## src/rtl/keypad_pkg.sv

```systemverilog
// rtl/keypad_pkg.sv - shared types and helpers for the keypad scanner
package keypad_pkg;

  typedef enum logic [1:0] {
    SCAN     = 2'd0,
    DEBOUNCE = 2'd1,
    RELEASE  = 2'd2
  } kp_state_e;

  // Matrix position to key code: row-major, so row r starts at r*cols.
  function automatic int code_of(input int row, input int col, input int cols);
    return row * cols + col;
  endfunction

endpackage

```

## src/rtl/keypad_scanner_if.sv

```systemverilog
// rtl/keypad_scanner_if.sv - valid/ready key-code handshake bundle
interface keypad_scanner_if #(
  parameter int CODE_W = 4
);
  logic [CODE_W-1:0] key_code;
  logic              key_valid;
  logic              key_ready;

  modport master (
    output key_code,
    output key_valid,
    input  key_ready
  );

  modport slave (
    input  key_code,
    input  key_valid,
    output key_ready
  );
endinterface

```

## src/rtl/sync_2ff.sv

```systemverilog
// rtl/sync_2ff.sv - two-flop synchroniser, resets to all ones (idle pull-up level)
module sync_2ff #(
  parameter int W = 1
) (
  input  logic         clk,
  input  logic         rst_n,
  input  logic [W-1:0] d_i,
  output logic [W-1:0] q_o
);

  logic [W-1:0] meta_q;
  logic [W-1:0] sync_q;

  // Two back-to-back flops give the first stage a full cycle to resolve.
  always_ff @(posedge clk or negedge rst_n) begin
    if (!rst_n) begin
      meta_q <= '1;
      sync_q <= '1;
    end else begin
      meta_q <= d_i;
      sync_q <= meta_q;
    end
  end

  assign q_o = sync_q;

endmodule

```

## src/rtl/keypad_scanner.sv

```systemverilog
// rtl/keypad_scanner.sv - column-scanning, debouncing keypad encoder with valid/ready output
module keypad_scanner
  import keypad_pkg::*;
#(
  parameter int ROWS            = 4,
  parameter int COLS            = 4,
  parameter int SCAN_DIV        = 16,
  parameter int DEBOUNCE_CYCLES = 1000
) (
  input  logic              clk,
  input  logic              rst_n,
  input  logic [ROWS-1:0]   rows_n,
  output logic [COLS-1:0]   cols_n,
  keypad_scanner_if.master  key_if,
  output logic              key_pressed,
  output logic              overflow,
  input  logic              ovf_clr
);

  localparam int CODE_W = $clog2(ROWS * COLS);
  localparam int RW     = $clog2(ROWS);
  localparam int CW     = $clog2(COLS);
  localparam int DW     = $clog2(SCAN_DIV);
  localparam int NW     = $clog2(DEBOUNCE_CYCLES);

  localparam logic [DW-1:0] DWELL_LAST = DW'(SCAN_DIV - 1);
  localparam logic [NW-1:0] DEB_LAST   = NW'(DEBOUNCE_CYCLES - 1);
  localparam logic [CW-1:0] COL_LAST   = CW'(COLS - 1);

  logic [ROWS-1:0]   rows_sync;
  logic [ROWS-1:0]   rs;
  logic [RW-1:0]     row_sel;
  logic              rs_hit;
  logic [CW-1:0]     col_next;
  logic [CODE_W-1:0] code_new;

  kp_state_e         state_q, state_d;
  logic [DW-1:0]     dwell_q, dwell_d;
  logic [NW-1:0]     cnt_q, cnt_d;
  logic [CW-1:0]     col_q, col_d;
  logic [RW-1:0]     row_q, row_d;
  logic              pressed_q, pressed_d;
  logic              push;

  logic [CODE_W-1:0] code_q, code_d;
  logic              valid_q, valid_d;
  logic              ovf_q, ovf_d;
  logic              pop;

  sync_2ff #(.W(ROWS)) u_row_sync (
    .clk   (clk),
    .rst_n (rst_n),
    .d_i   (rows_n),
    .q_o   (rows_sync)
  );

  assign rs       = ~rows_sync;
  assign rs_hit   = rs[row_q];
  assign col_next = (col_q == COL_LAST) ? '0 : col_q + CW'(1);
  assign code_new = CODE_W'(code_of(int'(row_q), int'(col_q), COLS));

  // Lowest active row wins when several rows answer on one column.
  always_comb begin
    row_sel = '0;
    for (int i = ROWS - 1; i >= 0; i--) begin
      if (rs[i]) row_sel = RW'(i);
    end
  end

  // Scan/debounce state registers.
  always_ff @(posedge clk or negedge rst_n) begin
    if (!rst_n) begin
      state_q   <= SCAN;
      dwell_q   <= '0;
      cnt_q     <= '0;
      col_q     <= '0;
      row_q     <= '0;
      pressed_q <= 1'b0;
    end else begin
      state_q   <= state_d;
      dwell_q   <= dwell_d;
      cnt_q     <= cnt_d;
      col_q     <= col_d;
      row_q     <= row_d;
      pressed_q <= pressed_d;
    end
  end

  // Next-state logic: scan columns, qualify a press, then wait for a clean release.
  always_comb begin
    state_d   = state_q;
    dwell_d   = dwell_q;
    cnt_d     = cnt_q;
    col_d     = col_q;
    row_d     = row_q;
    pressed_d = pressed_q;
    push      = 1'b0;
    case (state_q)
      SCAN: begin
        if (dwell_q == DWELL_LAST) begin
          dwell_d = '0;
          if (|rs) begin
            row_d   = row_sel;
            cnt_d   = '0;
            state_d = DEBOUNCE;
          end else begin
            col_d = col_next;
          end
        end else begin
          dwell_d = dwell_q + DW'(1);
        end
      end
      DEBOUNCE: begin
        if (rs_hit) begin
          if (cnt_q == DEB_LAST) begin
            push      = 1'b1;
            pressed_d = 1'b1;
            cnt_d     = '0;
            state_d   = RELEASE;
          end else begin
            cnt_d = cnt_q + NW'(1);
          end
        end else begin
          // Row dropped before qualifying: treat as bounce/noise and move on.
          col_d   = col_next;
          dwell_d = '0;
          cnt_d   = '0;
          state_d = SCAN;
        end
      end
      RELEASE: begin
        if (!rs_hit) begin
          if (cnt_q == DEB_LAST) begin
            pressed_d = 1'b0;
            col_d     = col_next;
            dwell_d   = '0;
            cnt_d     = '0;
            state_d   = SCAN;
          end else begin
            cnt_d = cnt_q + NW'(1);
          end
        end else begin
          cnt_d = '0;
        end
      end
      default: begin
        state_d = SCAN;
        dwell_d = '0;
        cnt_d   = '0;
      end
    endcase
  end

  // Output holding register and sticky overflow flag.
  always_ff @(posedge clk or negedge rst_n) begin
    if (!rst_n) begin
      code_q  <= '0;
      valid_q <= 1'b0;
      ovf_q   <= 1'b0;
    end else begin
      code_q  <= code_d;
      valid_q <= valid_d;
      ovf_q   <= ovf_d;
    end
  end

  // A push may reuse the slot freed by a same-cycle pop; an overflow set beats a clear.
  always_comb begin
    code_d  = code_q;
    valid_d = valid_q;
    ovf_d   = ovf_q;
    pop     = valid_q & key_if.key_ready;
    if (pop) valid_d = 1'b0;
    if (ovf_clr) ovf_d = 1'b0;
    if (push) begin
      if (!valid_q || pop) begin
        code_d  = code_new;
        valid_d = 1'b1;
      end else begin
        ovf_d = 1'b1;
      end
    end
  end

  assign cols_n           = ~(COLS'(1) << col_q);
  assign key_if.key_code  = code_q;
  assign key_if.key_valid = valid_q;
  assign key_pressed      = pressed_q;
  assign overflow         = ovf_q;

endmodule
```

## src/flat_wrapper.sv

```systemverilog
// flat-port wrapper written by rule: the top's interface ports become plain ports
module keypad_scanner_flat import keypad_pkg::*;
#(
  parameter int ROWS            = 4,
  parameter int COLS            = 4,
  parameter int SCAN_DIV        = 16,
  parameter int DEBOUNCE_CYCLES = 1000
)
  (clk, rst_n, rows_n, cols_n, key_pressed, overflow, ovf_clr, key_if_key_code, key_if_key_valid, key_if_key_ready);
  keypad_scanner_if key_if_i ();
  input  logic clk;
  input  logic rst_n;
  input  logic [ROWS-1:0] rows_n;
  output logic [COLS-1:0] cols_n;
  output logic key_pressed;
  output logic overflow;
  input  logic ovf_clr;
  output wire logic [$bits(key_if_i.key_code)-1:0] key_if_key_code;
  output wire logic [$bits(key_if_i.key_valid)-1:0] key_if_key_valid;
  input wire logic [$bits(key_if_i.key_ready)-1:0] key_if_key_ready;
  assign key_if_key_code = key_if_i.key_code;
  assign key_if_key_valid = key_if_i.key_valid;
  assign key_if_i.key_ready = key_if_key_ready;
  keypad_scanner #(.ROWS(ROWS), .COLS(COLS), .SCAN_DIV(SCAN_DIV), .DEBOUNCE_CYCLES(DEBOUNCE_CYCLES)) u_core (.clk(clk), .rst_n(rst_n), .rows_n(rows_n), .cols_n(cols_n), .key_if(key_if_i), .key_pressed(key_pressed), .overflow(overflow), .ovf_clr(ovf_clr));
endmodule
```

## config.mk

```make
export PLATFORM = sky130hd
export DESIGN_NAME = keypad_scanner_flat
export DESIGN_NICKNAME = d
export VERILOG_FILES = /design/src/rtl/keypad_pkg.sv /design/src/rtl/keypad_scanner_if.sv /design/src/rtl/sync_2ff.sv /design/src/rtl/keypad_scanner.sv /design/src/flat_wrapper.sv
export SDC_FILE = /design/constraint.sdc
export NUM_CORES = 1
export LEC_CHECK = 0
export CAP_MARGIN = 25
export CORE_AREA = 2 2 59 61
export CTS_BUF_LIST = sky130_fd_sc_hd__clkbuf_4 sky130_fd_sc_hd__clkbuf_8
export CTS_CLUSTER_DIAMETER = 100
export DETAILED_ROUTE_END_ITERATION = 16
export DIE_AREA = 0 0 61 63
export PLACE_DENSITY_LB_ADDON = 0.08
export SETUP_SLACK_MARGIN = 0.3
export SLEW_MARGIN = 20
export SYNTH_ARGS = -nofsm -noshare
export SYNTH_HDL_FRONTEND = slang
export SYNTH_SLANG_ARGS = --single-unit
```

## constraint.sdc

```tcl
create_clock -name clk -period 5.33 [get_ports clk]
set_input_delay 1.3325 -clock clk [delete_from_list [all_inputs] [get_ports clk]]
set_output_delay 1.3325 -clock clk [all_outputs]
set_load 0.01 [all_outputs]
```

==> metrics.cfg <==
[logic_synthesis]
synth_top_family_by_area=compound AO/OA/AOI/OAI gates
synth_cells=171
synth.net_count=189
synthTopCellsByCount=dfrtp_1 (27), inv_1 (21), nand2_1 (15)
yosysMostFrequentCell=dfrtp_1
ys_seq_elements=35
ys.warnings.count=0
synth_ff_type=dfrtp_1
synthAdderAreaFrac_pct=6.793
syn_area_per_cell_um2=10.77
synthTopCellsByArea=dfrtp_1 (37%), dfstp_2 (11%), ha_1 (6.8%)
synth_compound_area_share_pct=17.19
yosysSeqAreaShare_pct=48.10
synth_simple_gate_area_share_pct=16.58
yosysTopAreaCellShare_pct=36.68
synth_edf_count=0
synth.distinct_cells=46
muxShareOfSynthArea_pct=6.250
synth_xor_area_share_pct=0
synth_top_cell_by_area=dfrtp_1
async_flop_share_pct=100.0
synthesis.area_um2=1842

[finish]
stdcell_count=241
final_nets=212
drive_above_1_share_pct=18.46
n_antenna_cell=0
syn2layout_area_growth_pct=16.92

[floorplanning]
ios=19
core_area_um2=3232
fp.dieW_um=61
start_util_pct=56.99
die-area_um2=3843
fp-row-count=21
chipHeight_um=63

[route]
drt-initial-drc-count=38
first_pass_iters=4
detail_route.vias_per_cell=5.656
routedWlPerCell_um=14.32
drc=0
wirelength_um=3452
antenna_left=0
vias=1363

[pwr]
leakage_nw=0.9224
ir_worst_vdd_v=0.0002511
power_w=0.0007423
powerDensity_nw_per_um2=344.7

[grt]
first_global_vias=1388
overflow=0
grt_start_max_net_pins=36
grtUsageTotal_pct=21.39
grt_first_pass_wirelength_um=6182
antenna_found_initial=0

[placement]
place_hpwl_um=2511
io_buffers=18
gp_congestion=0.7905
place_inst=233

[timing]
worst_pin_slew_ns=0.7623
rsz0062_at_grt=no
fin_crit_ns=2.974
period_share_pct=55.80
setup_tns_ns=0
fin_skew_ns=0.01416
timing.final.hold_violations=0
finalSetupViolCount=0
slew_headroom_pct=48.64
slew_violations=0
fmax_mhz=336.2

[clock_network]
cts_made_buffers=5
hold_buffers=0
post_cts_buffers=0
clock_latency_ns=0.35
ctsResizeCount=0
clk_pin_slew_ns=0.11
cts_root_buf=clkbuf_4
tritoncts=built
cts.sinks=35
ctsLongestPathBuffers=2
cts.htree.levels=2

[critical_path]
r2r_slack_ns=3.21
crit_required_ns=4.00
critPathCaptureType=output pin
crit_fanout=6
worstPathArrival_ns=1.64
startpoint_type=register
crit_type=register to output pin

[min_path]
min_path_type=register to register

[outcome]
status=completed

[job]
drv_cap=0

## per-layer routing
layer,share of wire (%),wire length [um],track usage [%],up-vias
met5,0,0,0,-
met3,3.9,134,6.418,5
met2,51,1752,35.75,39
met1,44,1536,26.49,643
met4,0.84,29,5.435,0
li1,-,-,-,676
## through the flow
stage | area [um2] | utilization (%) | worst slack, ns | hold WS [ns]
global placement | 2072 | 64.11 | 2.778 | 0.3465
finish | 2153 | 66.63 | 2.356 | 0.3620
floorplan | 1842 | - | 3.272 | 0.3452
CTS | 2153 | 66.63 | 2.340 | 0.3632
detailed placement | 2072 | 64.11 | 2.727 | 0.3468
global route | 2153 | 66.63 | 2.241 | 0.3728
## worst max-delay path, stage by stage (launching register included)
cell,delay [ns]
dfrtp_1,0.44
inv_1,0.09
ha_1,0.20
inv_1,0.05
clkdlybuf4s50_1,0.52
## layout by cell type, fill, tap and decap left out, types with 4 or more instances in the layout
cell             instances
a21oi_1                  6
a31oi_1                  5
clkbuf_4                 5
clkdlybuf4s50_1         18
dfrtp_1                 27
dfstp_2                  8
ha_1                    10
inv_1                   21
mux2_2                   6
nand2_1                 15
nand2b_1                 4
nand3_1                  9
nand4_1                  4
nor2_1                   5
o21ai_0                  6
o22ai_1                  8
## state kept, by name, indices dropped and copies added (netlist names), 2 cells and up
signal                    cells
u_core.u_row_sync.q_o         4
u_core.u_row_sync.meta_q      4
u_core.row_q                  2
u_core.dwell_q                4
u_core.cnt_q                 10
u_core.col_q                  2
u_core.state_q                2
u_core.key_if.key_code        4
## area by class of cell
| type | instances | area, um2 |
|---|---|---|
| multi-input cells | 112 | 862.1 |
| repair buffers | 19 | 187.7 |
| well taps | 46 | 57.56 |
| clock inverters | 3 | 43.79 |
| clock buffers | 5 | 37.54 |
| inverters | 21 | 78.83 |
| flip-flops and latches | 35 | 885.9 |
| fillers | 270 | 1079 |
## power by group
group / total, W / switching, W / internal, W / leakage (nW)
logic: 0.000215 / 0.000113 / 0.000102 / 0.429
registers: 0.000336 / 0.0000351 / 0.000301 / 0.449
clock network: 0.000192 / 0.0000931 / 0.0000986 / 0.0452
total: 0.000742 / 0.000241 / 0.000502 / 0.922
## worst paths after layout
| check | startpoint | to | cells after the start |
|---|---|---|---|
| max | u_core.col_q[0] | cols_n[2] | 4 |
| min | u_core.u_row_sync.meta_q[2] | u_core.u_row_sync.q_o[2] | 0 |
| max reg2reg | u_core.dwell_q[0] | u_core.cnt_q[5] | 5 |
| min reg2reg | u_core.u_row_sync.meta_q[2] | u_core.u_row_sync.q_o[2] | 0 |
| max in group asynchronous | rst_n | u_core.u_row_sync.q_o[3] | 2 |
| min in group asynchronous | rst_n | u_core.cnt_q[8] | 2 |
## cells by family after synthesis
group	count (synthesis)
DFF	35
and+or+nand+nor	51
AOI/OAI and AO/OA	42
buffers and inverters	24
muxes	9
adders and majority gates	10
Note: power is estimated with default switching activity, not from simulation.
